===== src/rtl/neuron_mac_param.sv =====
// neuron_mac_param: parametrised single-neuron MAC with bias, fixed-point scaling,
// optional ReLU and output saturation. Sequenced by start/finish.
`default_nettype none

module neuron_mac_param #(
  parameter int N_INPUTS  = 8,
  parameter int DATA_W    = 8,
  parameter int LANES     = 1,
  parameter int OUT_SHIFT = 0
) (
  input  logic                         clk,
  input  logic                         rst,
  input  logic                         start,
  input  logic [N_INPUTS*DATA_W-1:0]   w,
  input  logic [N_INPUTS*DATA_W-1:0]   inp,
  input  logic [DATA_W-1:0]            bias,
  input  logic                         act_mode,
  output logic                         busy,
  output logic                         finish,
  output logic [DATA_W-1:0]            out
);

  localparam int ACC_W = 2*DATA_W + $clog2(N_INPUTS) + OUT_SHIFT + 2;
  localparam int IDX_W = $clog2(N_INPUTS) + 1;
  localparam logic [IDX_W-1:0] C_LAST = IDX_W'(N_INPUTS - LANES);
  localparam logic [IDX_W-1:0] C_STEP = IDX_W'(LANES);
  localparam logic signed [ACC_W-1:0] C_MAX = {{(ACC_W-DATA_W+1){1'b0}}, {(DATA_W-1){1'b1}}};
  localparam logic signed [ACC_W-1:0] C_MIN = ~C_MAX;

  typedef enum logic [1:0] {S_IDLE = 2'd0, S_MAC = 2'd1, S_DONE = 2'd2} state_t;

  state_t                       r_state;
  state_t                       w_next;
  logic [N_INPUTS*DATA_W-1:0]   r_w;
  logic [N_INPUTS*DATA_W-1:0]   r_inp;
  logic                         r_act;
  logic signed [ACC_W-1:0]      r_acc;
  logic [IDX_W-1:0]             r_idx;
  logic                         r_finish;
  logic [DATA_W-1:0]            r_out;

  logic signed [2*DATA_W-1:0]   w_prod [LANES];
  logic signed [ACC_W-1:0]      w_lane_sum;
  logic signed [ACC_W-1:0]      w_shift;
  logic signed [ACC_W-1:0]      w_relu;
  logic [DATA_W-1:0]            w_sat;

  // Operand registers shift down each MAC cycle, so the lanes always read the low elements.
  for (genvar l = 0; l < LANES; l++) begin : g_lane
    assign w_prod[l] = $signed(r_w[l*DATA_W +: DATA_W]) * $signed(r_inp[l*DATA_W +: DATA_W]);
  end

  always_comb begin
    w_lane_sum = '0;
    for (int l = 0; l < LANES; l++) begin
      w_lane_sum = w_lane_sum + ACC_W'(w_prod[l]);
    end
  end

  always_comb begin
    w_shift = r_acc >>> OUT_SHIFT;
    w_relu  = (r_act && w_shift[ACC_W-1]) ? '0 : w_shift;
    if (w_relu > C_MAX) begin
      w_sat = C_MAX[DATA_W-1:0];
    end else if (w_relu < C_MIN) begin
      w_sat = C_MIN[DATA_W-1:0];
    end else begin
      w_sat = w_relu[DATA_W-1:0];
    end
  end

  always_ff @(posedge clk or posedge rst) begin
    if (rst) begin
      r_state <= S_IDLE;
    end else begin
      r_state <= w_next;
    end
  end

  always_comb begin
    w_next = r_state;
    busy   = 1'b1;
    case (r_state)
      S_IDLE: begin
        busy = 1'b0;
        if (start) w_next = S_MAC;
      end
      S_MAC:   if (r_idx == C_LAST) w_next = S_DONE;
      S_DONE:  w_next = S_IDLE;
      default: w_next = S_IDLE;
    endcase
  end

  always_ff @(posedge clk or posedge rst) begin
    if (rst) begin
      r_w      <= '0;
      r_inp    <= '0;
      r_act    <= 1'b0;
      r_acc    <= '0;
      r_idx    <= '0;
      r_finish <= 1'b0;
      r_out    <= '0;
    end else begin
      r_finish <= 1'b0;
      case (r_state)
        S_IDLE: begin
          if (start) begin
            r_w   <= w;
            r_inp <= inp;
            r_act <= act_mode;
            r_acc <= ACC_W'($signed(bias)) <<< OUT_SHIFT;
            r_idx <= '0;
          end
        end
        S_MAC: begin
          r_acc <= r_acc + w_lane_sum;
          r_idx <= r_idx + C_STEP;
          r_w   <= r_w >> (LANES*DATA_W);
          r_inp <= r_inp >> (LANES*DATA_W);
        end
        S_DONE: begin
          r_out    <= w_sat;
          r_finish <= 1'b1;
        end
        default: ;
      endcase
    end
  end

  assign finish = r_finish;
  assign out    = r_out;

endmodule

`default_nettype wire

===== config.mk =====
export PLATFORM = sky130hd
export DESIGN_NAME = neuron_mac_param
export DESIGN_NICKNAME = d
export VERILOG_FILES = /design/src/rtl/neuron_mac_param.sv
export SDC_FILE = /design/constraint.sdc
export NUM_CORES = 1
export LEC_CHECK = 0
export CAP_MARGIN = 25
export CORE_ASPECT_RATIO = 1.5
export CORE_MARGIN = 8
export CORE_UTILIZATION = 55
export DETAILED_ROUTE_END_ITERATION = 16
export PLACE_DENSITY = 0.8
export RECOVER_POWER = 50
export SYNTH_ARGS = -nofsm -noshare
export SYNTH_HDL_FRONTEND = slang
export SYNTH_SLANG_ARGS = --single-unit

===== constraint.sdc =====
create_clock -name clk -period 13.1 [get_ports clk]
set_input_delay 2.62 -clock clk [delete_from_list [all_inputs] [get_ports clk]]
set_output_delay 2.62 -clock clk [all_outputs]
set_load 0.005 [all_outputs]

==> results of run 1 <==
state kept, by name (all words and copies together) (netlist names):
| name | flops |
|---|---|
| finish | 1 |
| out | 8 |
| r_acc | 21 |
| r_act | 1 |
| r_idx | 4 |
| r_inp | 64 |
| r_state | 2 |
| r_w | 64 |
logic make-up (layout without fill, tap and decap cells):
| logic type | after synthesis | count (layout) | synth area share, % |
|---|---|---|---|
| simple gates | 401 | 401 | 15.7 |
| fa+ha+maj | 141 | 141 | 23.5 |
| buf+inv | 156 | 287 | 5.68 |
| mux | 1 | 1 | 0.0959 |
| xor+xnor | 19 | 19 | 1.59 |
| compound gates | 224 | 224 | 13.8 |
| flops | 165 | 165 | 39.6 |
placed cells by master, fill, tap and decap left out, types with 2 or more instances in the layout:
cell,instances
xor2_1,6
ha_1,49
a31oi_1,8
nor3_1,4
and2_1,34
buf_4,5
inv_6,3
dfrtp_1,165
a22oi_1,51
nor2b_1,2
a21oi_1,33
clkdlybuf4s50_1,139
nor2_1,152
xnor2_1,13
o22ai_1,62
clkbuf_16,17
inv_1,94
inv_8,4
nand3_1,4
o21bai_1,4
nor4_1,2
o31ai_1,3
nand4_1,3
nand2_1,188
o21ai_1,4
fa_1,92
clkinv_1,2
clkinv_8,6
nand2b_1,2
clkbuf_1,3
dlygate4sd3_1,10
o21a_1,2
o21ai_0,40
nand2_2,2
a21o_1,3
routing by layer:
| metal | track usage, % | share of wire (%) | vias to the layer above |
|---|---|---|---|
| met5 | 0 | 0 | - |
| met4 | 10.6 | 3.6 | 0 |
| met3 | 5.50 | 5.9 | 59 |
| met2 | 41.9 | 53 | 277 |
| met1 | 27.7 | 38 | 4130 |
| li1 | - | - | 3886 |
cell usage after synthesis (all sizes together):
cell type / count
a211oi: 2
a21boi: 2
a21o: 4
a21oi: 33
a221oi: 2
a22o: 1
a22oi: 51
a31oi: 8
a41oi: 1
and2: 35
and3: 1
buf: 13
clkbuf: 46
clkinv: 2
dfrtp: 165
fa: 92
ha: 49
inv: 95
mux2i: 1
nand2: 190
nand2b: 3
nand3: 4
nand4: 3
nand4b: 1
nor2: 153
nor2b: 3
nor3: 4
nor4: 2
o211a: 1
o211ai: 1
o21a: 2
o21ai: 44
o21bai: 4
o22ai: 62
o31a: 1
o31ai: 4
o41ai: 1
or2: 1
or3: 1
xnor2: 13
xor2: 6
worst paths after layout:
path | startpoint | endpoint | slack (ns) | depth (start not counted)
setup / recovery | start | r_inp[0] | 6.00 | 7
hold / removal | r_w[26] | r_w[26] | 0.48 | 2
setup reg to reg | r_inp[0] | r_acc[20] | 7.46 | 16
hold reg to reg | r_w[26] | r_w[26] | 0.48 | 2
max in group asynchronous | rst | r_w[23] | 7.49 | 4
min in group asynchronous | rst | out[5] | 3.73 | 2
layout make-up:
| cell class | instances | area, um2 |
|---|---|---|
| inverters | 97 | 365 |
| multi-input cells | 786 | 5740 |
| fillers | 1406 | 5820 |
| repair buffers | 158 | 1570 |
| flip-flops and latches | 165 | 4130 |
| well taps | 252 | 315 |
| clock buffers | 17 | 425 |
| clock inverters | 15 | 183 |
through the flow:
step / worst slack [ns] / instances / cell area [um2]
CTS: 7.46 / 1489 / 12700
floorplan: 6.02 / 1107 / 10400
global route: 5.53 / 1490 / 12700
detailed placement: 7.47 / 1457 / 12100
finish: 6.00 / 1490 / 12700
global placement: 7.66 / 1457 / 12100
worst max-delay path: stages:
cell and delay (ns):
dlygate4sd3_1 0.57, nand2_2 0.06, clkbuf_1 2.27, nand2_2 1.10, buf_4 0.53, nor2_1 0.16
nor2_1 0.06
==> out/qor.yml, run 1 <==
globalRouteOverflowTotal: 0
antenna_found_initial: 0
synth_area_leaders: "dfrtp_1, fa_1, nand2_1"
routed_via_density: 5.61
die_x_um: 128
grt_pass1_wl_um: 44100
synth_cell_types: 48
period_share_pct: 54.2
cts_tree: "built"
syn_area_um2: 10400
clkSlewWorstSetupHoldPaths_ns: 0.07
cts_buffer_depth: 2
yosysTopAreaCellShare_pct: 39.6
final_antenna_net_count: 0
status: "finished with violations"
worstPathMaxFanout: 72
clock_skew_ns: 0.0130
cts_setup_buffers: 0
worst_setup_path_end_kind: "flip-flop"
grt_pass1_vias: 8777
setup_tns_ns: 0
yosysSeqAreaShare_pct: 39.6
grt_use_total_pct: 24.1
worstMarginPinSlew_ns: 3.80
drc: 0
die_area_um2: 23700
arrival_ns: 7.40
finalNetCount: 1506
synth_nets: 1388
via_count: 8352
synth.ff_latch_count: 165
maxSlewHeadroom_pct: -153
slew_violations: 250
io-pin-count: 150
gp_congestion: 0.874
antenna_cells: 0
finalCriticalPeriod_ns: 7.10
area_growth_pct: 22.0
ctsResizeCount: 0
yosys.area.top_type: "dfrtp_1"
drt-pass1-iter-count: 6
whs_ns: 0.479
core_um2: 18500
min_path_type: "reg -> reg"
ctsHtreeMaxLevel: 4
max_freq_mhz: 141
crit_required_ns: 13.41
syn_inst: 1107
drtIter0Drc: 513
wirelength_um: 27600
rows: 61
final_util_pct: 68.6
clk_latency_ns: 0.45
setup_viol: 0
dpl.hpwl_um: 19900
numCtsBuffers: 17
rsz0062_at_grt: "no"
port_buffers: 149
die_h_um: 185
drv_cap: 3
violations: "max-capacitance violations, max-slew violations"
worstSetupPathType: "in -> reg"
start_util_pct: 56.3
cts-root-buf: "clkbuf_16"
final-hold-violation-count: 0
yosysWarnings: 0
clock-sinks: 165
setup.worst_path.start_class: "input pin"
synth_area_per_cell_um2: 9.43
cts_hold_buf: 0
final_layout_size_suffix_gt1_share_pct: 4.12
wl_per_cell_um: 18.5
grt_max_degree: 93
Power of run 1 is not shown: default switching activity piles up to over one toggle a cycle in this logic, so the estimate is an artifact.
==> inputs of run 2 (changes only) <==
Settings changed: CORE_UTILIZATION 55 to 50, PLACE_DENSITY 0.8 to 0.77.
Clock period 13.1 ns to 6.3 ns, I/O delays scaled along.
==> out/qor.yml, run 2 (synthesis results as in run 1) <==
finalNetCount: 1507  # +0.066%
grt_pass1_vias: 8843  # +0.75%
wl_per_cell_um: 18.4  # -0.39%
antenna_found_initial: 1  # +1
area_growth_pct: 22.3
start_util_pct: 51.1  # -5.2 points
placed_area_um2: 12100  # +0.13%
cp_num_buf_inv: 2  # -1
place_ws_ns: 0.651  # -6.82 ns
core_um2: 20400  # +10%
nFillCells: 1685  # +20%
final_layout_size_suffix_gt1_share_pct: 4.12  # about the same
rows: 64  # +4.9%
layout_common_cells: "nand2_1, dfrtp_1, nor2_1"
cts_setup_buffers: 0  # unchanged
die_h_um: 193  # +4.5%
violations: "max-capacitance violations, max-slew violations"
path_cells: "and2_1 -> inv_1 -> fa_1 -> inv_1 -> fa_1 -> fa_1 -> fa_1 -> fa_1 -> ha_1 -> o21ai_1 -> o21ai_1 -> a21boi_2 -> o31ai_4 -> a31oi_1 -> xor2_1 -> o21ai_0"
worst_setup_path_end_kind: "flip-flop"
clock_skew_ns: 0.0108  # -0.00222 ns
setup_tns_ns: 0  # unchanged
rsz0062_at_grt: "no"
finalNonFillerCells: 1507  # +1.1%
globalRouteOverflowTotal: 0  # unchanged
arrival_ns: 6.00  # -1.40 ns
dpl.hpwl_um: 20600  # +3.5%
max_stage_delay_ns: 0.69  # -1.58 ns
gp_congestion: 0.910  # +4.2%
setup_slack_ns: 0.579  # -5.43 ns
min_path_type: "reg -> reg"
setup_viol: 0  # unchanged
worstSetupPathType: "reg -> reg"
worstPathMaxFanout: 14  # -81%
max_freq_mhz: 175
die_x_um: 134  # +4.3%
clk_latency_ns: 0.44  # about the same
cts_hold_buf: 0  # unchanged
drv_cap: 4  # +1
reg2reg_depth: 16  # unchanged
grt_max_degree: 108  # +16%
cpLargestDelayFamily: "adder cells"
crit_slowest_cell: "and2_1"
finalCriticalPeriod_ns: 5.72
numCtsBuffers: 17  # unchanged
wirelength_um: 27800  # +0.75%
grt_use_total_pct: 22.3  # -1.7 points
maxSlewHeadroom_pct: -122  # +32 points
routed_via_density: 5.50  # -1.8%
via_count: 8296  # -0.67%
worstMarginPinSlew_ns: 3.33  # -0.476 ns
port_buffers: 149  # unchanged
dp_cells: 1469  # +0.82%
path_common_cell: "fa_1"
worstHoldPathCells: 2  # unchanged
cts_tree: "built"
setup.worst_path.start_class: "flip-flop"
crit_required_ns: 6.58  # -6.83 ns
postLayoutCellArea_um2: 12800  # +0.27%
cts_buffer_depth: 2  # unchanged
status: "finished with violations"
ctsResizeCount: 0  # unchanged
drc: 0  # unchanged
clock-sinks: 165  # unchanged
drtIter0Drc: 485  # -5.5%
period_share_pct: 90.8
layout_commonest_cell: "nand2_1"
io-pin-count: 150  # unchanged
die_area_um2: 25800  # +8.9%
reg_top3: "r_inp x64, r_w x64, r_acc x21"
ctsHtreeMaxLevel: 4  # unchanged
cp.depth: 16  # +9
drt-pass1-iter-count: 5  # -1
final_antenna_net_count: 0  # unchanged
final-hold-violation-count: 0  # unchanged
clkSlewWorstSetupHoldPaths_ns: 0.07  # about the same
grt_pass1_wl_um: 45500  # +3.1%
cts-root-buf: "clkbuf_16"
slew_violations: 235  # -6.0%
[run 2: per-stage QoR]
step,util [%],hold slack [ns]
final,62.5,0.477
after floorplan,-,0.442
after global routing,62.5,0.487
after global placement,59.4,0.458
after CTS,62.5,0.479
after detailed placement,59.4,0.463
[run 2: layout make-up]
| class | instances | area [um2] | share of cell area, % |
|---|---|---|---|
| diodes | 4 | 10.0 | 0.0784 |
| clock buffers | 17 | 425 | 3.33 |
| clock inverters | 15 | 216 | 1.70 |
| inverters | 97 | 365 | 2.86 |
| multi-input cells | 786 | 5740 | 45.0 |
| flip-flops and latches | 165 | 4130 | 32.3 |
| well taps | 264 | 330 | 2.59 |
| repair buffers | 159 | 1550 | 12.1 |
[run 2: final timing paths]
path | start | end | slack [ns]
min | r_w[11] | r_w[11] | 0.48
max in group asynchronous | rst | r_w[16] | 1.34
min in group asynchronous | rst | out[5] | 1.24
min reg2reg | r_w[11] | r_w[11] | 0.48
max reg2reg | r_inp[0] | r_acc[18] | 0.58
max | r_inp[0] | r_acc[18] | 0.58
[run 2: worst reg2reg max path: cells and delay by family (launching register included)]
family / cells / cell delay, ns
AO/OA/AOI/OAI: 6 / 1.11
XOR/XNOR: 1 / 0.16
adder cells (fa/ha/maj): 6 / 2.91
buffers and inverters: 2 / 0.19
flip-flops: 1 / 0.50
AND/OR/NAND/NOR: 1 / 0.69
[run 2: routing by layer]
| metal | vias up | global-route usage, % | routed length (um) |
|---|---|---|---|
| li1 | 3887 | - | - |
| met1 | 4088 | 25.4 | 10400 |
| met2 | 257 | 38.9 | 14800 |
| met3 | 64 | 4.67 | 1460 |
| met4 | 0 | 12.2 | 1110 |
| met5 | - | 0 | 0 |
Power of run 2 is left out for the same reason.
